[config.mk]
export PLATFORM = sky130hd
export DESIGN_NAME = encoder_window_ctrl
export DESIGN_NICKNAME = d
export VERILOG_FILES = /design/src/rtl/encoder_pkg.sv /design/src/rtl/encoder_window_timer.sv /design/src/rtl/encoder_window_ctrl.sv
export SDC_FILE = /design/constraint.sdc
export NUM_CORES = 1
export LEC_CHECK = 0
export BUFFER_PORTS_ARGS = -buffer_cell sky130_fd_sc_hd__clkbuf_2
export CORE_ASPECT_RATIO = 0.8
export CORE_UTILIZATION = 40
export CTS_CLUSTER_SIZE = 28
export DETAILED_ROUTE_END_ITERATION = 12
export PLACE_DENSITY = 0.63
export SKIP_LAST_GASP = 1
export SLEW_MARGIN = 20
export SYNTH_ARGS = -nofsm -noshare
export SYNTH_HDL_FRONTEND = slang
export SYNTH_SLANG_ARGS = --single-unit
[constraint.sdc]
create_clock -name clk -period 6.6 [get_ports clk]
set_input_delay 0.66 -clock clk [delete_from_list [all_inputs] [get_ports clk]]
set_output_delay 0.66 -clock clk [all_outputs]
set_load 0.01 [all_outputs]
[src/rtl/encoder_pkg.sv]
// Shared types and constants for the encoder measurement-window controller.
package encoder_pkg;

    localparam int ENC_CNT_W          = 16;
    localparam int ENC_DEFAULT_PERIOD = 1250000;
    localparam int MIN_PERIOD         = 2;

    typedef enum logic {IDLE, RUN} win_state_e;
    typedef enum logic {RD_IDLE, RD_ACK} rd_state_e;

    // A window shorter than two cycles would leave no cycle with cnt_clear low.
    function automatic logic [31:0] clamp_period(input logic [31:0] p);
        return (p < 32'(MIN_PERIOD)) ? 32'(MIN_PERIOD) : p;
    endfunction

endpackage

[src/rtl/encoder_window_timer.sv]
// Window sequencer: period register, active-period copy, timer and the
// registered clear / end-of-window strobes.
module encoder_window_timer
    import encoder_pkg::*;
#(
    parameter int DEFAULT_PERIOD = ENC_DEFAULT_PERIOD
) (
    input  logic        clk,
    input  logic        resetCounters,
    input  logic [31:0] cfg_period,
    input  logic        cfg_load,
    input  logic        cfg_enable,
    output logic        cnt_clear,
    output logic        window_tick
);

    win_state_e  state, state_n;
    logic [31:0] period_reg;
    logic [31:0] active_period, active_n;
    logic [31:0] timer, timer_n;
    logic        end_n;

    always_ff @(posedge clk or posedge resetCounters) begin
        if (resetCounters)
            period_reg <= clamp_period(32'(DEFAULT_PERIOD));
        else if (cfg_load)
            period_reg <= clamp_period(cfg_period);
    end

    // period_reg is only copied into active_period at a window start, so a
    // load never alters the window in progress.
    always_comb begin
        state_n  = state;
        timer_n  = timer;
        active_n = active_period;
        case (state)
            IDLE: begin
                timer_n = '0;
                if (cfg_enable) begin
                    state_n  = RUN;
                    active_n = period_reg;
                end
            end
            RUN: begin
                if (!cfg_enable) begin
                    state_n = IDLE;
                    timer_n = '0;
                end else if (timer == active_period - 32'd1) begin
                    timer_n  = '0;
                    active_n = period_reg;
                end else begin
                    timer_n = timer + 32'd1;
                end
            end
            default: ;
        endcase
        // Strobes are computed one cycle ahead so they can leave a flop.
        end_n = (state_n == RUN) && (timer_n == active_n - 32'd1);
    end

    always_ff @(posedge clk or posedge resetCounters) begin
        if (resetCounters) begin
            state         <= IDLE;
            timer         <= '0;
            active_period <= clamp_period(32'(DEFAULT_PERIOD));
            cnt_clear     <= 1'b1;
            window_tick   <= 1'b0;
        end else begin
            state         <= state_n;
            timer         <= timer_n;
            active_period <= active_n;
            cnt_clear     <= (state_n == IDLE) || end_n;
            window_tick   <= end_n;
        end
    end

endmodule

[src/rtl/encoder_window_ctrl.sv]
// Encoder window controller: snapshots all channel counts at each window end
// and serves them over a 4-phase req/ack read port with fresh/overrun flags.
module encoder_window_ctrl
    import encoder_pkg::*;
#(
    parameter int NCH            = 4,
    parameter int CNT_W          = ENC_CNT_W,
    parameter int DEFAULT_PERIOD = ENC_DEFAULT_PERIOD
) (
    input  logic                    clk,
    input  logic                    resetCounters,
    input  logic [31:0]             cfg_period,
    input  logic                    cfg_load,
    input  logic                    cfg_enable,
    input  logic [NCH*CNT_W-1:0]    cnt_in,
    output logic                    cnt_clear,
    output logic                    window_tick,
    input  logic                    rd_req,
    input  logic [$clog2(NCH)-1:0]  rd_ch,
    output logic                    rd_ack,
    output logic [CNT_W-1:0]        rd_data,
    output logic                    rd_fresh,
    output logic                    rd_overrun,
    output logic [NCH-1:0]          fresh
);

    localparam int CH_W = $clog2(NCH);

    logic [NCH-1:0][CNT_W-1:0] cnt_arr;
    logic [NCH-1:0][CNT_W-1:0] snap;
    logic [NCH-1:0]            overrun;
    logic [NCH-1:0]            ack_vec;
    rd_state_e                 rd_st, rd_st_n;
    logic                      accept;

    assign cnt_arr = cnt_in;

    encoder_window_timer #(
        .DEFAULT_PERIOD (DEFAULT_PERIOD)
    ) u_timer (
        .clk           (clk),
        .resetCounters (resetCounters),
        .cfg_period    (cfg_period),
        .cfg_load      (cfg_load),
        .cfg_enable    (cfg_enable),
        .cnt_clear     (cnt_clear),
        .window_tick   (window_tick)
    );

    // Leaving RD_ACK needs rd_req low, which also guarantees the one low
    // cycle required before the next request is accepted.
    always_comb begin
        rd_st_n = rd_st;
        accept  = 1'b0;
        case (rd_st)
            RD_IDLE: begin
                if (rd_req) begin
                    accept  = 1'b1;
                    rd_st_n = RD_ACK;
                end
            end
            RD_ACK: begin
                if (!rd_req)
                    rd_st_n = RD_IDLE;
            end
            default: ;
        endcase
    end

    always_comb begin
        ack_vec = '0;
        for (int i = 0; i < NCH; i++)
            ack_vec[i] = accept && (rd_ch == CH_W'(i));
    end

    assign rd_ack = (rd_st == RD_ACK);

    always_ff @(posedge clk or posedge resetCounters) begin
        if (resetCounters) begin
            rd_st      <= RD_IDLE;
            rd_data    <= '0;
            rd_fresh   <= 1'b0;
            rd_overrun <= 1'b0;
        end else begin
            rd_st <= rd_st_n;
            if (accept) begin
                rd_data    <= snap[rd_ch];
                rd_fresh   <= fresh[rd_ch];
                rd_overrun <= overrun[rd_ch];
            end
        end
    end

    // A snapshot landing on the ack edge wins for fresh; the ack still
    // consumes the old value, so overrun restarts from zero.
    always_ff @(posedge clk or posedge resetCounters) begin
        if (resetCounters) begin
            snap    <= '0;
            fresh   <= '0;
            overrun <= '0;
        end else begin
            for (int i = 0; i < NCH; i++) begin
                if (window_tick) begin
                    snap[i]    <= cnt_arr[i];
                    fresh[i]   <= 1'b1;
                    overrun[i] <= fresh[i] && !ack_vec[i];
                end else if (ack_vec[i]) begin
                    fresh[i]   <= 1'b0;
                    overrun[i] <= 1'b0;
                end
            end
        end
    end

endmodule

==> results_dict.tcl <==
set metrics [dict create \
    die_y_um 153 \
    grt.total_usage 0.237 \
    drt-pass1-iter-count 5 \
    outcome "completed" \
    vias_per_cell 5.84 \
    yosys_register_bits 190 \
    drt-initial-drc-count 937 \
    first_global_vias 8830 \
    relSlewSlack 0.250 \
    ys_warn_count 0 \
    placedCellCount 1603 \
    timing.final.crit_share 0.946 \
    yosys-top-cells-area "dfrtp_1 (38%), mux2_2 (9.8%), nand2_1 (5.4%)" \
    power_leakage_nw 5.66 \
    cp_max_fo 9 \
    die_area_um2 29100 \
    synth_ff_type "dfrtp_1" \
    cp_data_required_time_ns 6.99 \
    multi_input_area_um2 6120 \
    hold_class "input port to async pin" \
    n_fill_cell 2664 \
    cts.path.max_buffers 2 \
    antenna_found_initial 0 \
    clk_pin_slew_ns 0.09 \
    syn_area_per_cell_um2 9.67 \
    crit_type "flip-flop to flip-flop" \
    diodes 0 \
    grt_first_pass_wirelength_um 52600 \
    yosysUniqueCellTypes 81 \
    seq_area_um2 4780 \
    cts_made_buffers 17 \
    post-place-ws_ns 0.346 \
    nets 1366 \
    synthArstFlopShare 1.00 \
    grt_max_degree 113 \
    hold_buffers 0 \
    grt_setup_unrepaired "no" \
    finalHoldViolCount 0 \
    largest_reg_flops 64 \
    synth_largest_area_cell "dfrtp_1" \
    fin_cells 1637 \
    critPathLaunchType "flip-flop" \
    ant_nets 0 \
    largest-register "snap" \
    cts_tree "built" \
    netlist_top_cells_count "dfrtp_1 (173), nand2_1 (163), mux2_2 (99)" \
    drc_errors 0 \
    synth.most_common_cell "dfrtp_1" \
    netlist.area_leader.share 0.381 \
    num_vias 9552 \
    clkLatencyLatePin_ns 0.46 \
    cap_violations 0 \
    drive_gt1_frac 0.269 \
    fp-row-count 54 \
    synth_nets 1280 \
    routedWlPerCell_um 20.6 \
    place.port_buffers 127 \
    cp.arrival_ns 6.63 \
    final_util 0.469 \
    syn_inst 1174 \
    end_kind "flip-flop" \
    cts-htree-levels 4 \
    setup-violations-final 0 \
    cts_num_sinks 190 \
    worst_hold_slack_ns 0.337 \
    area_growth_pct 13.9 \
    wl_um 33700 \
    synth_edf_count 0 \
    dieWidth_um 190 \
    ir_worst_vdd_uv 137 \
    ioPinCount 128 \
    fin_crit_ns 6.24 \
    globalRouteOverflowTotal 0 \
    core_um2 27600 \
    gp_congestion 0.967 \
    start_util 0.412 \
    post-dp-hpwl_um 24700 \
    fmax_mhz 160 \
    fin_worst_skew_ns 0.0232 \
    cts-root-buf "clkbuf_16" \
    r2r_setup_slack_ns 0.36 \
    powerDensity_nw_per_um2 234 \
    finalWorstSetupSlack_ns 0.355 \
    seq_area_frac_synth 0.421 \
    worst_pin_slew_ns 1.10 \
    fin_tns_setup_ns 0 \
    drv_slew 0 \
    syn_area_um2 11400 \
]
worst paths after layout:
kind / from / end / cells after the start
max in group asynchronous: resetCounters / u_timer.active_period[0]$_DFF_PP0_ / 3
worst min-delay path: resetCounters / overrun[0]$_DFFE_PP0P_ / 2
worst min register to register: rd_data[9]$_DFFE_PP0P_ / rd_data[9]$_DFFE_PP0P_ / 2
worst max register to register: u_timer.active_period[11]$_DFF_PP0_ / u_timer.cnt_clear$_DFF_PP1_ / 21
worst max-delay path: u_timer.active_period[11]$_DFF_PP0_ / u_timer.cnt_clear$_DFF_PP1_ / 21
min in group clk: rd_req / rd_ack$_DFF_PP0_ / 1
where the power goes:
| part | internal, mW | total (mW) | switching [mW] | leakage [nW] |
|---|---|---|---|---|
| clock | 0.542 | 1.14 | 0.595 | 0.312 |
| sequential | 1.23 | 1.34 | 0.115 | 2.49 |
| combinational | 0.221 | 0.550 | 0.329 | 2.86 |
repair_timing:
action	CTS	global route
setup endpoints to repair	0	2
resized for setup	0	1
buffers inserted	0	2
cell type report:
cell class	instances	share of cell area
Timing Repair Buffer	151	0.0631
Multi-Input combinational cell	871	0.473
Clock buffer	17	0.0329
Sequential cell	190	0.369
Tap cell	364	0.0352
Clock inverter	15	0.0171
Inverter	29	0.00900
worst max-delay path, stage by stage (launching register included):
cell,delay [ns]
dfrtp_1,0.41
nor4_2,0.82
buf_4,0.25
nand3_1,0.15
nor3_1,0.23
a211o_1,0.12
a41oi_1,0.05
or4b_1,0.75
o21a_1,0.30
nor2_4,0.10
nor2_1,0.05
a21oi_1,0.16
ha_1,0.30
inv_1,0.10
or3_1,0.35
o211a_1,0.28
a2111o_1,0.45
or2_0,0.27
o31a_1,0.29
a2111oi_2,0.36
nand4_1,0.20
o21ai_1,0.19
per-layer routing:
layer / GRT usage / part of all wire
met4: 0.0625 / 0.019
met1: 0.361 / 0.47
met3: 0.0705 / 0.10
met5: 0 / 0
met2: 0.322 / 0.41
placed cells by master (no fill, tap or decap), drive strengths merged, types with 9 or more instances in the layout:
cell type / Yosys / final
nor2: 80 / 80
clkbuf: 61 / 144
o31ai: 9 / 9
nor4: 25 / 25
or4: 9 / 9
nand3: 31 / 31
dfrtp: 173 / 173
inv: 29 / 41
nor2b: 10 / 10
or3: 24 / 24
buf: 23 / 24
dfstp: 17 / 17
mux2: 100 / 100
a21oi: 39 / 39
xor2: 37 / 37
mux2i: 19 / 19
nand2: 163 / 163
o21ai: 39 / 39
mux4: 18 / 18
a31oi: 10 / 10
or2: 11 / 11
o22ai: 9 / 9
nand4: 18 / 18
nor3: 43 / 43
a22oi: 9 / 9
xnor2: 48 / 48
metrics by stage:
stage,power (mW),instance area [um^2]
2_1_floorplan,1.70,11400
3_3_place_gp,1.89,12300
3_5_place_dp,1.89,12300
4_1_cts,3.04,12900
5_1_grt,3.15,12900
6_report,3.03,12900
kinds of logic after synthesis:
logic type	synth area share
mux	0.152
xor+xnor	0.0656
buf+inv	0.0414
fa+ha+maj	0.00331
simple gates	0.197
compound gates	0.120
flops	0.421
(Power assumes the default switching activity.)
